<file path="src/rtl/r22sdf_frame_ctrl.sv">
// r22sdf_frame_ctrl: frame, fill and flush sequencer for an R2^2 SDF FFT core.
// Define R22SDF_FRAME_CNT_EN to build the completed-output-frame counter.
module r22sdf_frame_ctrl #(
    parameter int FFT_LENGTH   = 16384,
    parameter int PIPE_LATENCY = 16400
) (
    input  logic        sys_clk,
    input  logic        sys_nrst,
    input  logic        cordic_rdy,
    input  logic        in_valid,
    input  logic        in_sop,
    output logic        in_ready,
    input  logic        flush,
    output logic        fft_en,
    output logic        out_valid,
    output logic        out_sop,
    output logic        out_eop,
    output logic        sop_err,
    output logic        busy,
    output logic [31:0] frame_cnt
);

    localparam int IDX_W = $clog2(FFT_LENGTH);
    localparam int CNT_W = $clog2(PIPE_LATENCY + 1);

    localparam logic [IDX_W-1:0] IDX_ZERO = IDX_W'(1'b0);
    localparam logic [IDX_W-1:0] IDX_ONE  = IDX_W'(1'b1);
    localparam logic [IDX_W-1:0] IDX_LAST = IDX_W'(FFT_LENGTH - 1);
    localparam logic [CNT_W-1:0] CNT_ZERO = CNT_W'(1'b0);
    localparam logic [CNT_W-1:0] CNT_ONE  = CNT_W'(1'b1);
    localparam logic [CNT_W-1:0] FILL_MAX = CNT_W'(PIPE_LATENCY);

    typedef enum logic [1:0] {
        ST_INIT  = 2'd0,
        ST_IDLE  = 2'd1,
        ST_RUN   = 2'd2,
        ST_FLUSH = 2'd3
    } state_t;

    state_t             state_r;
    state_t             state_nxt_s;
    logic [IDX_W-1:0]   in_idx_r;
    logic [IDX_W-1:0]   in_idx_nxt_s;
    logic [IDX_W-1:0]   out_idx_r;
    logic [CNT_W-1:0]   fill_r;
    logic [CNT_W-1:0]   pend_r;
    logic               flush_lat_r;
    logic               flush_lat_nxt_s;
    logic               sop_err_r;
    logic               err_s;
    logic               enter_s;
    logic               fill_clr_s;
    logic               boundary_s;

    // Next-state, input handshake and core enable decode
    always_comb begin
        state_nxt_s     = state_r;
        in_idx_nxt_s    = in_idx_r;
        flush_lat_nxt_s = flush_lat_r;
        in_ready        = 1'b0;
        fft_en          = 1'b0;
        enter_s         = 1'b0;
        err_s           = 1'b0;
        fill_clr_s      = 1'b0;
        // a pending flush stalls the source exactly at the frame boundary
        boundary_s      = (flush_lat_r | flush) & (in_idx_r == IDX_ZERO);
        case (state_r)
            ST_INIT: begin
                if (cordic_rdy) begin
                    state_nxt_s = ST_IDLE;
                end else begin
                    state_nxt_s = ST_INIT;
                end
            end
            ST_IDLE: begin
                in_ready = cordic_rdy;
                if (in_valid && cordic_rdy) begin
                    if (in_sop) begin
                        fft_en       = 1'b1;
                        enter_s      = 1'b1;
                        in_idx_nxt_s = IDX_ONE;
                        state_nxt_s  = ST_RUN;
                    end else begin
                        err_s = 1'b1;
                    end
                end else begin
                    err_s = 1'b0;
                end
            end
            ST_RUN: begin
                in_ready = cordic_rdy & ~boundary_s;
                fft_en   = in_valid & cordic_rdy & ~boundary_s;
                enter_s  = fft_en;
                if (fft_en) begin
                    if (in_sop && (in_idx_r != IDX_ZERO)) begin
                        err_s        = 1'b1;
                        in_idx_nxt_s = IDX_ONE;
                    end else begin
                        in_idx_nxt_s = in_idx_r + IDX_ONE;
                    end
                end else begin
                    in_idx_nxt_s = in_idx_r;
                end
                if (cordic_rdy && boundary_s) begin
                    state_nxt_s     = ST_FLUSH;
                    flush_lat_nxt_s = 1'b0;
                end else if (flush) begin
                    flush_lat_nxt_s = 1'b1;
                end else begin
                    flush_lat_nxt_s = flush_lat_r;
                end
            end
            ST_FLUSH: begin
                fft_en = cordic_rdy;
                if (cordic_rdy && (pend_r == CNT_ZERO)) begin
                    state_nxt_s = ST_IDLE;
                    fill_clr_s  = 1'b1;
                end else begin
                    state_nxt_s = ST_FLUSH;
                end
            end
            default: begin
                state_nxt_s = ST_INIT;
            end
        endcase
    end

    assign out_valid = fft_en & (fill_r == FILL_MAX) & (pend_r != CNT_ZERO);
    assign out_sop   = out_valid & (out_idx_r == IDX_ZERO);
    assign out_eop   = out_valid & (out_idx_r == IDX_LAST);
    assign sop_err   = sop_err_r;
    assign busy      = (state_r != ST_IDLE);

    // FSM state, input frame position, flush latch and error pulse
    always_ff @(posedge sys_clk or negedge sys_nrst) begin
        if (!sys_nrst) begin
            state_r     <= ST_INIT;
            in_idx_r    <= IDX_ZERO;
            flush_lat_r <= 1'b0;
            sop_err_r   <= 1'b0;
        end else begin
            state_r     <= state_nxt_s;
            in_idx_r    <= in_idx_nxt_s;
            flush_lat_r <= flush_lat_nxt_s;
            sop_err_r   <= err_s;
        end
    end

    // Pipeline fill level and number of samples still inside the core
    always_ff @(posedge sys_clk or negedge sys_nrst) begin
        if (!sys_nrst) begin
            fill_r <= CNT_ZERO;
            pend_r <= CNT_ZERO;
        end else begin
            if (fill_clr_s) begin
                fill_r <= CNT_ZERO;
            end else if (fft_en && (fill_r != FILL_MAX)) begin
                fill_r <= fill_r + CNT_ONE;
            end else begin
                fill_r <= fill_r;
            end
            case ({enter_s, out_valid})
                2'b10:   pend_r <= pend_r + CNT_ONE;
                2'b01:   pend_r <= pend_r - CNT_ONE;
                default: pend_r <= pend_r;
            endcase
        end
    end

    // Output frame position
    always_ff @(posedge sys_clk or negedge sys_nrst) begin
        if (!sys_nrst) begin
            out_idx_r <= IDX_ZERO;
        end else if (out_valid) begin
            out_idx_r <= out_idx_r + IDX_ONE;
        end else begin
            out_idx_r <= out_idx_r;
        end
    end

`ifdef R22SDF_FRAME_CNT_EN
    logic [31:0] frame_cnt_r;

    // Completed output frames, wrapping at 2^32
    always_ff @(posedge sys_clk or negedge sys_nrst) begin
        if (!sys_nrst) begin
            frame_cnt_r <= 32'd0;
        end else if (out_eop) begin
            frame_cnt_r <= frame_cnt_r + 32'd1;
        end else begin
            frame_cnt_r <= frame_cnt_r;
        end
    end

    assign frame_cnt = frame_cnt_r;
`else
    assign frame_cnt = 32'd0;
`endif

endmodule

</file>
<file path="config.mk">
export PLATFORM = sky130hd
export DESIGN_NAME = r22sdf_frame_ctrl
export DESIGN_NICKNAME = d
export VERILOG_FILES = /design/src/rtl/r22sdf_frame_ctrl.sv
export SDC_FILE = /design/constraint.sdc
export NUM_CORES = 1
export LEC_CHECK = 0
export ABC_CLOCK_PERIOD_IN_PS = 8800
export CAP_MARGIN = 10
export CORE_MARGIN = 2
export CORE_UTILIZATION = 62
export DETAILED_ROUTE_END_ITERATION = 8
export PLACE_DENSITY = 0.86
export SYNTH_ARGS = -nofsm -noshare
export SYNTH_HDL_FRONTEND = slang
export SYNTH_SLANG_ARGS = --single-unit
</file>
<file path="constraint.sdc">
create_clock -name sys_clk -period 8.8 [get_ports sys_clk]
set_clock_uncertainty 0.05 [all_clocks]
set_input_delay 2.2 -clock sys_clk [delete_from_list [all_inputs] [get_ports sys_clk]]
set_output_delay 2.2 -clock sys_clk [all_outputs]
set_load 0.01 [all_outputs]
</file>
==> results of run 1 <==
## layout make-up
class                      instances  share of cell area
multi-input combinational        366              0.5384
sequential                        62              0.3492
clock buffer                      14             0.04112
timing repair buffer              14             0.02929
tap                               77             0.02168
inverter                          14             0.01183
clock inverter                     2            0.008448
## state kept, by name, summed over array words and instances (netlist names)
| register | cells |
|---|---|
| flush_lat_r | 1 |
| state_r | 2 |
| sop_err | 1 |
| in_idx_r | 14 |
| pend_r | 15 |
| out_idx_r | 14 |
| fill_r | 15 |
## kinds of logic after synthesis
| logic type | Yosys count |
|---|---|
| AND/OR/NAND/NOR | 153 |
| AO/OA/AOI/OAI | 116 |
| flip-flops | 62 |
| buffers and inverters | 62 |
| XOR/XNOR | 37 |
| adder cells (fa/ha/maj) | 25 |
| multiplexers | 3 |
| other | 1 |
## Yosys cell counts, types with 5 or more instances
cell type | number | area (um^2)
a21oi_1 | 13 | 65.06
a31oi_1 | 5 | 31.28
and3_1 | 15 | 93.84
and4_1 | 5 | 43.79
buf_4 | 33 | 247.7
clkbuf_1 | 10 | 37.54
dfrtp_1 | 62 | 1551
ha_1 | 24 | 300.3
inv_1 | 14 | 52.55
nand2_1 | 35 | 131.4
nand2b_1 | 7 | 43.79
nand3_1 | 13 | 65.06
nand4_1 | 9 | 56.30
nor2_1 | 33 | 123.9
nor3_1 | 8 | 40.04
nor4_1 | 6 | 37.54
nor4b_1 | 5 | 43.79
o2111ai_1 | 6 | 52.55
o211ai_1 | 9 | 67.56
o21ai_0 | 29 | 145.1
o21ai_1 | 12 | 60.06
o31ai_1 | 9 | 67.56
xnor2_1 | 14 | 122.6
xor2_1 | 23 | 201.4
## where the power goes
part / internal, mW / switching [mW]
registers: 0.310 / 0.0267
clock network: 0.162 / 0.108
logic: 0.0820 / 0.131
total: 0.553 / 0.265
## stage by stage
stage / power [mW] / instance area (um^2) / std cells / hold WS [ns]
detailed placement: 0.5525 / 4223 / 533 / 0.4339
finish: 0.8185 / 4443 / 549 / 0.4442
global placement: 0.5436 / 4223 / 533 / 0.4154
global route: 0.8694 / 4443 / 549 / 0.4758
floorplan: 0.5043 / 4299 / 490 / 0.3929
CTS: 0.8226 / 4443 / 549 / 0.4482
## how the worst max path moves through the flow
| stage | from | to | slack [ns] | depth (start not counted) |
|---|---|---|---|---|
| after floorplan | cordic_rdy | out_eop | 2.78 | 6 |
| after global placement | cordic_rdy | out_eop | 1.62 | 7 |
| after detailed placement | cordic_rdy | out_eop | 1.58 | 7 |
| after CTS | cordic_rdy | out_eop | 1.53 | 7 |
| after global routing | cordic_rdy | out_eop | 1.27 | 7 |
| final | cordic_rdy | out_eop | 1.55 | 7 |
## worst reg2reg max path: stages, from the launching register on
cell	delay, ns
dfrtp_1	0.40
inv_1	0.13
ha_1	0.41
nand4b_1	0.18
a21oi_2	0.51
o21a_1	0.49
ha_1	0.69
ha_1	0.41
o21a_2	0.23
a2111oi_2	0.40
o21a_2	0.24
o211ai_1	0.12
and3_1	0.19
or3_1	0.36
## routing by layer
metal	vias up	track usage	wire (um)
li1	1614	-	-
met1	1585	0.2866	3702
met2	80	0.3672	3793
met3	14	0.06545	305
met4	0	0.06782	87
met5	-	0	0
## placed cells by master (no fill, tap or decap), drive strengths merged, types with 15 or more instances in the layout
| master | n |
|---|---|
| and3 | 15 |
| conb | 32 |
| dfrtp | 62 |
| ha | 24 |
| nand2 | 35 |
| nor2 | 33 |
| o21ai | 43 |
| xor2 | 23 |
==> results.py, run 1 <==
metrics = {
    "yosys": {
        "synthArstFlopShare": 1.000,
        "netlist_instances": 459,
        "yosysSeqAreaShare": 0.3709,
        "ys_seq_elements": 62,
        "ys.flop_type": "dfrtp_1",
        "ys_warn_count": 0,
        "ys_types": 59,
        "synth_area_per_cell_um2": 9.113,
        "yosys.area_share.simple": 0.1894,
        "synthAdderAreaFrac": 0.07658,
        "synth-compound-area-share": 0.1911,
        "synth_top_family_by_area": "compound AO/OA/AOI/OAI gates",
        "synth_xor_xnor_area_share": 0.07748,
        "synth_area_um2": 4183,
        "synthMuxAreaShare": 0.007478,
        "synth-edff-count": 0,
    },
    "cells_and_area": {
        "multi_input_area_um2": 2392,
        "final_util": 0.6918,
        "final_layout_size_suffix_gt1_frac": 0.07627,
        "diodes": 0,
        "syn2layout_area_growth_pct": 6.222,
        "fill_cells": 506,
        "regArea_um2": 1551,
        "nNetsFinal": 498,
    },
    "floorplanning": {
        "core-area_um2": 6422,
        "die_y_um": 86.14,
        "die_area_um2": 7419,
        "initial_utilization": 0.6513,
        "num_rows": 29,
        "io_pins": 45,
        "die_w_um": 86.14,
    },
    "grt": {
        "grt_pass1_vias": 3038,
        "antenna_found_initial": 0,
        "grt_usage": 0.2237,
        "grt_pass1_wl_um": 13280,
        "grt_overflow": 0,
        "grt_max_degree": 63,
    },
    "drt": {
        "drt_iter0_markers": 137,
        "wl_per_cell_um": 14.37,
        "drt-vias-per-instance": 5.998,
        "route.detailed.drc": 0,
        "routed_wl_um": 7889,
        "first_pass_iters": 4,
        "ant_nets": 0,
        "vias": 3293,
    },
    "min_path": {
        "hold_path_startpoint": "in_idx_r[13]",
        "holdPathEnd": "in_idx_r[13]",
        "hp-class": "flip-flop to flip-flop",
        "hold_depth": 1,
    },
    "setup_path": {
        "reg2reg_slack_ns": 3.88,
        "crit_fanout": 16,
        "cp_slowest_cell": "clkdlybuf4s50_1",
        "reg2reg_from": "state_r[0]",
        "crit_family": "buffers and inverters",
        "regToRegEndpoint": "pend_r[13]",
        "cp-start-kind": "primary input",
        "path_common_cell": "clkdlybuf4s50_1",
        "worstPathCellList": "clkdlybuf4s50_1, nand4b_1, a21oi_2, o21a_1, nand2_1, nor4_1, clkdlybuf4s50_1",
        "cp.arrival_ns": 5.00,
        "rr_worst_depth": 13,
        "end_kind": "output port",
        "slowest_delay_ns": 0.66,
        "path_buf_inv": 2,
        "path_class": "primary input to output port",
        "required_ns": 6.55,
    },
    "timing": {
        "slew_violations": 0,
        "setup_ws_ns": 1.549,
        "fmax_mhz": 137.9,
        "tightest_slew_ns": 0.9766,
        "min_period_over_period": 0.8240,
        "min_period_ns": 7.251,
        "hold_viol_final": 0,
        "rsz0062_at_grt": "no",
        "setup_tns_ns": 0,
        "max_slew_margin": 0.3483,
        "setup_violations": 0,
    },
    "placement": {
        "numPortBuffers": 12,
        "place_hpwl_um": 5498,
        "pre_cts_slack_ns": 1.580,
        "place.gp.congestion": 0.8949,
    },
    "clock_network": {
        "cts_buffers": 9,
        "cts.clk_slew.worst_paths_ns": 0.07,
        "clock-sinks": 62,
        "cts_resized": 0,
        "cts_tree": "yes",
        "clock_path_buffers": 2,
        "htree_levels": 3,
        "worstSkewPairLatency_ns": 0.34,
        "ctsHoldBuffers": 0,
        "post-cts-setup-buffers": 0,
        "cts-root-buf": "clkbuf_8",
    },
    "pwr": {
        "ir_worst_vdd_uv": 120.7,
        "power_density_nw_per_um2": 184.2,
        "p_leak_nw": 2.097,
    },
    "outcome": {
        "status": "completed",
    },
    "run": {
        "drv_cap": 0,
    },
}
Note: power is estimated with default switching activity, not from simulation.
==> run 2: changes to the inputs <==
ABC_CLOCK_PERIOD_IN_PS = 7100   (was 8800)
CORE_UTILIZATION = 57   (was 62)
PLACE_DENSITY = 0.8   (was 0.86)
clock period = 7.1 ns   (was 8.8 ns; I/O delays follow)
==> run 2 against run 1 <==
Net effect:
- setup slack worse by 0.61 ns
- critical path type unchanged
- sequential share of layout area down 0.088 points
- via count down 0.91%
==> results.py, run 2 (synthesis results as in run 1) <==
metrics = {
    "drt": {
        "routed_wl_um": 7887,
        "drt_iter0_markers": 152,
        "drt-met1-wl_um": 3613,
        "wl_met3_um": 356,
        "first_pass_iters": 5,
        "top_layer_used": "met4",
        "route.detailed.drc": 0,
        "dr_wl_met2_um": 3797,
        "ant_nets": 0,
        "wl_per_cell_um": 13.79,
        "drt-vias-per-instance": 5.705,
        "vias": 3263,
    },
    "outcome": {
        "status": "completed",
    },
    "setup_path": {
        "slowest_delay_ns": 0.66,
        "required_ns": 5.28,
        "cp.arrival_ns": 4.34,
        "path_common_cell": "clkdlybuf4s50_1",
        "path_class": "primary input to output port",
        "end_kind": "output port",
        "cp_slowest_cell": "clkdlybuf4s50_1",
        "crit_fanout": 16,
        "worstPathCellList": "clkdlybuf4s50_1, nand4b_1, a21oi_2, buf_4, o21a_1, nand2_1, nor4_1, clkdlybuf4s50_1",
        "rr_worst_depth": 15,
        "cp-start-kind": "primary input",
    },
    "grt": {
        "antenna_found_initial": 0,
        "grt_pass1_wl_um": 13020,
        "grt_usage": 0.2056,
        "grt_max_degree": 63,
        "grt_overflow": 0,
        "grt_pass1_vias": 2977,
    },
    "clock_network": {
        "htree_levels": 3,
        "cts-root-buf": "clkbuf_8",
        "clock_path_buffers": 2,
        "ctsHoldBuffers": 0,
        "cts.clk_slew.worst_paths_ns": 0.07,
        "cts_buffers": 9,
        "cts_tree": "yes",
        "post-cts-setup-buffers": 0,
        "worstSkewPairLatency_ns": 0.34,
        "cts_resized": 0,
        "clock-sinks": 62,
    },
    "floorplanning": {
        "die_area_um2": 8040,
        "initial_utilization": 0.5829,
        "die_w_um": 89.67,
        "die_y_um": 89.67,
        "num_rows": 31,
        "io_pins": 45,
        "core-area_um2": 7176,
    },
    "placement": {
        "numPortBuffers": 12,
        "place.gp.congestion": 0.8289,
        "place_hpwl_um": 5423,
    },
    "pwr": {
        "p_int_uw": 655.2,
        "power_frac_comb": 0.269,
        "switchingPower_uw": 336.0,
        "swShare": 0.3390,
        "clockPowerShare": 0.310,
        "ir_worst_vdd_uv": 108.2,
        "power_density_nw_per_um2": 222.5,
        "p_leak_nw": 2.093,
        "sequentialPowerShare": 0.421,
    },
    "run": {
        "drv_cap": 0,
    },
    "timing": {
        "min_period_ns": 6.162,
        "max_slew_margin": 0.3481,
        "setup_tns_ns": 0,
        "slew_violations": 0,
        "rsz0062_at_grt": "no",
        "fmax_mhz": 162.3,
        "tightest_slew_ns": 0.9769,
        "hold_viol_final": 0,
        "min_period_over_period": 0.8678,
        "whs_ns": 0.4322,
        "setup_violations": 0,
    },
    "min_path": {
        "hp-class": "flip-flop to flip-flop",
        "hold_depth": 1,
    },
    "cells_and_area": {
        "reg_top3": "fill_r (15), pend_r (15)",
        "diodes": 0,
        "layout_common_cells": "dfrtp_1 (62), nand2_1 (35), nor2_1 (33)",
        "final_common_cell": "dfrtp_1",
        "final_layout_size_suffix_gt1_frac": 0.07822,
        "nNetsFinal": 500,
        "syn2layout_area_growth_pct": 6.491,
        "fill_cells": 604,
    },
}
[run 2: cell count changes in the layout (fill, tap and decap cells not counted), sizes merged]
cell    change
buf         +2
clkbuf      -3
clkinv      +2
[run 2: area by class of cell]
cell class / count / area, um^2 / area share
multi-input cells: 366 / 2392 / 0.5371
clock buffers: 11 / 141.4 / 0.03174
flip-flops and latches: 62 / 1551 / 0.3483
well taps: 99 / 123.9 / 0.02781
repair buffers: 16 / 145.1 / 0.03258
inverters: 14 / 52.55 / 0.01180
clock inverters: 4 / 47.55 / 0.01067
[run 2: final timing paths]
kind / from / endpoint / slack (ns)
max reg2reg: in_idx_r[0] / pend_r[13] / 2.38
min in group asynchronous: sys_nrst / in_idx_r[1] / 1.54
max: cordic_rdy / out_eop / 0.94
min reg2reg: in_idx_r[13] / in_idx_r[13] / 0.43
max in group asynchronous: sys_nrst / fill_r[14] / 4.95
min: in_idx_r[13] / in_idx_r[13] / 0.43
[run 2: through the flow]
stage	utilization	setup slack (ns)	total power, mW	cells	area, um^2
2_1_floorplan	-	1.809	0.6251	490	4299
6_report	0.6208	0.9385	0.9912	572	4454
3_3_place_gp	0.5944	1.005	0.6763	557	4265
4_1_cts	0.6208	0.9483	0.9969	572	4454
5_1_grt	0.6208	0.7047	1.054	572	4454
3_5_place_dp	0.5944	0.9313	0.6903	557	4265
[run 2: worst max-delay path: cells and delay by family]
family                 cells  cell delay [ns]
AOI/OAI and AO/OA          2             0.58
buffers and inverters      3             1.45
and+or+nand+nor            3             0.53
[run 2: power groups by stage]
stage	logic (mW)	registers [mW]	clock network, mW
finish	0.267	0.418	0.307
global route	0.302	0.422	0.329
CTS	0.267	0.417	0.312
detailed placement	0.267	0.424	0
global placement	0.256	0.421	0
floorplan	0.210	0.415	0
[run 2: layer usage]
metal  GRT usage  vias to the layer above
met5           0                        -
met4     0.06784                        0
met3     0.05119                       13
met2      0.3436                       87
met1      0.2612                     1547
li1            -                     1616
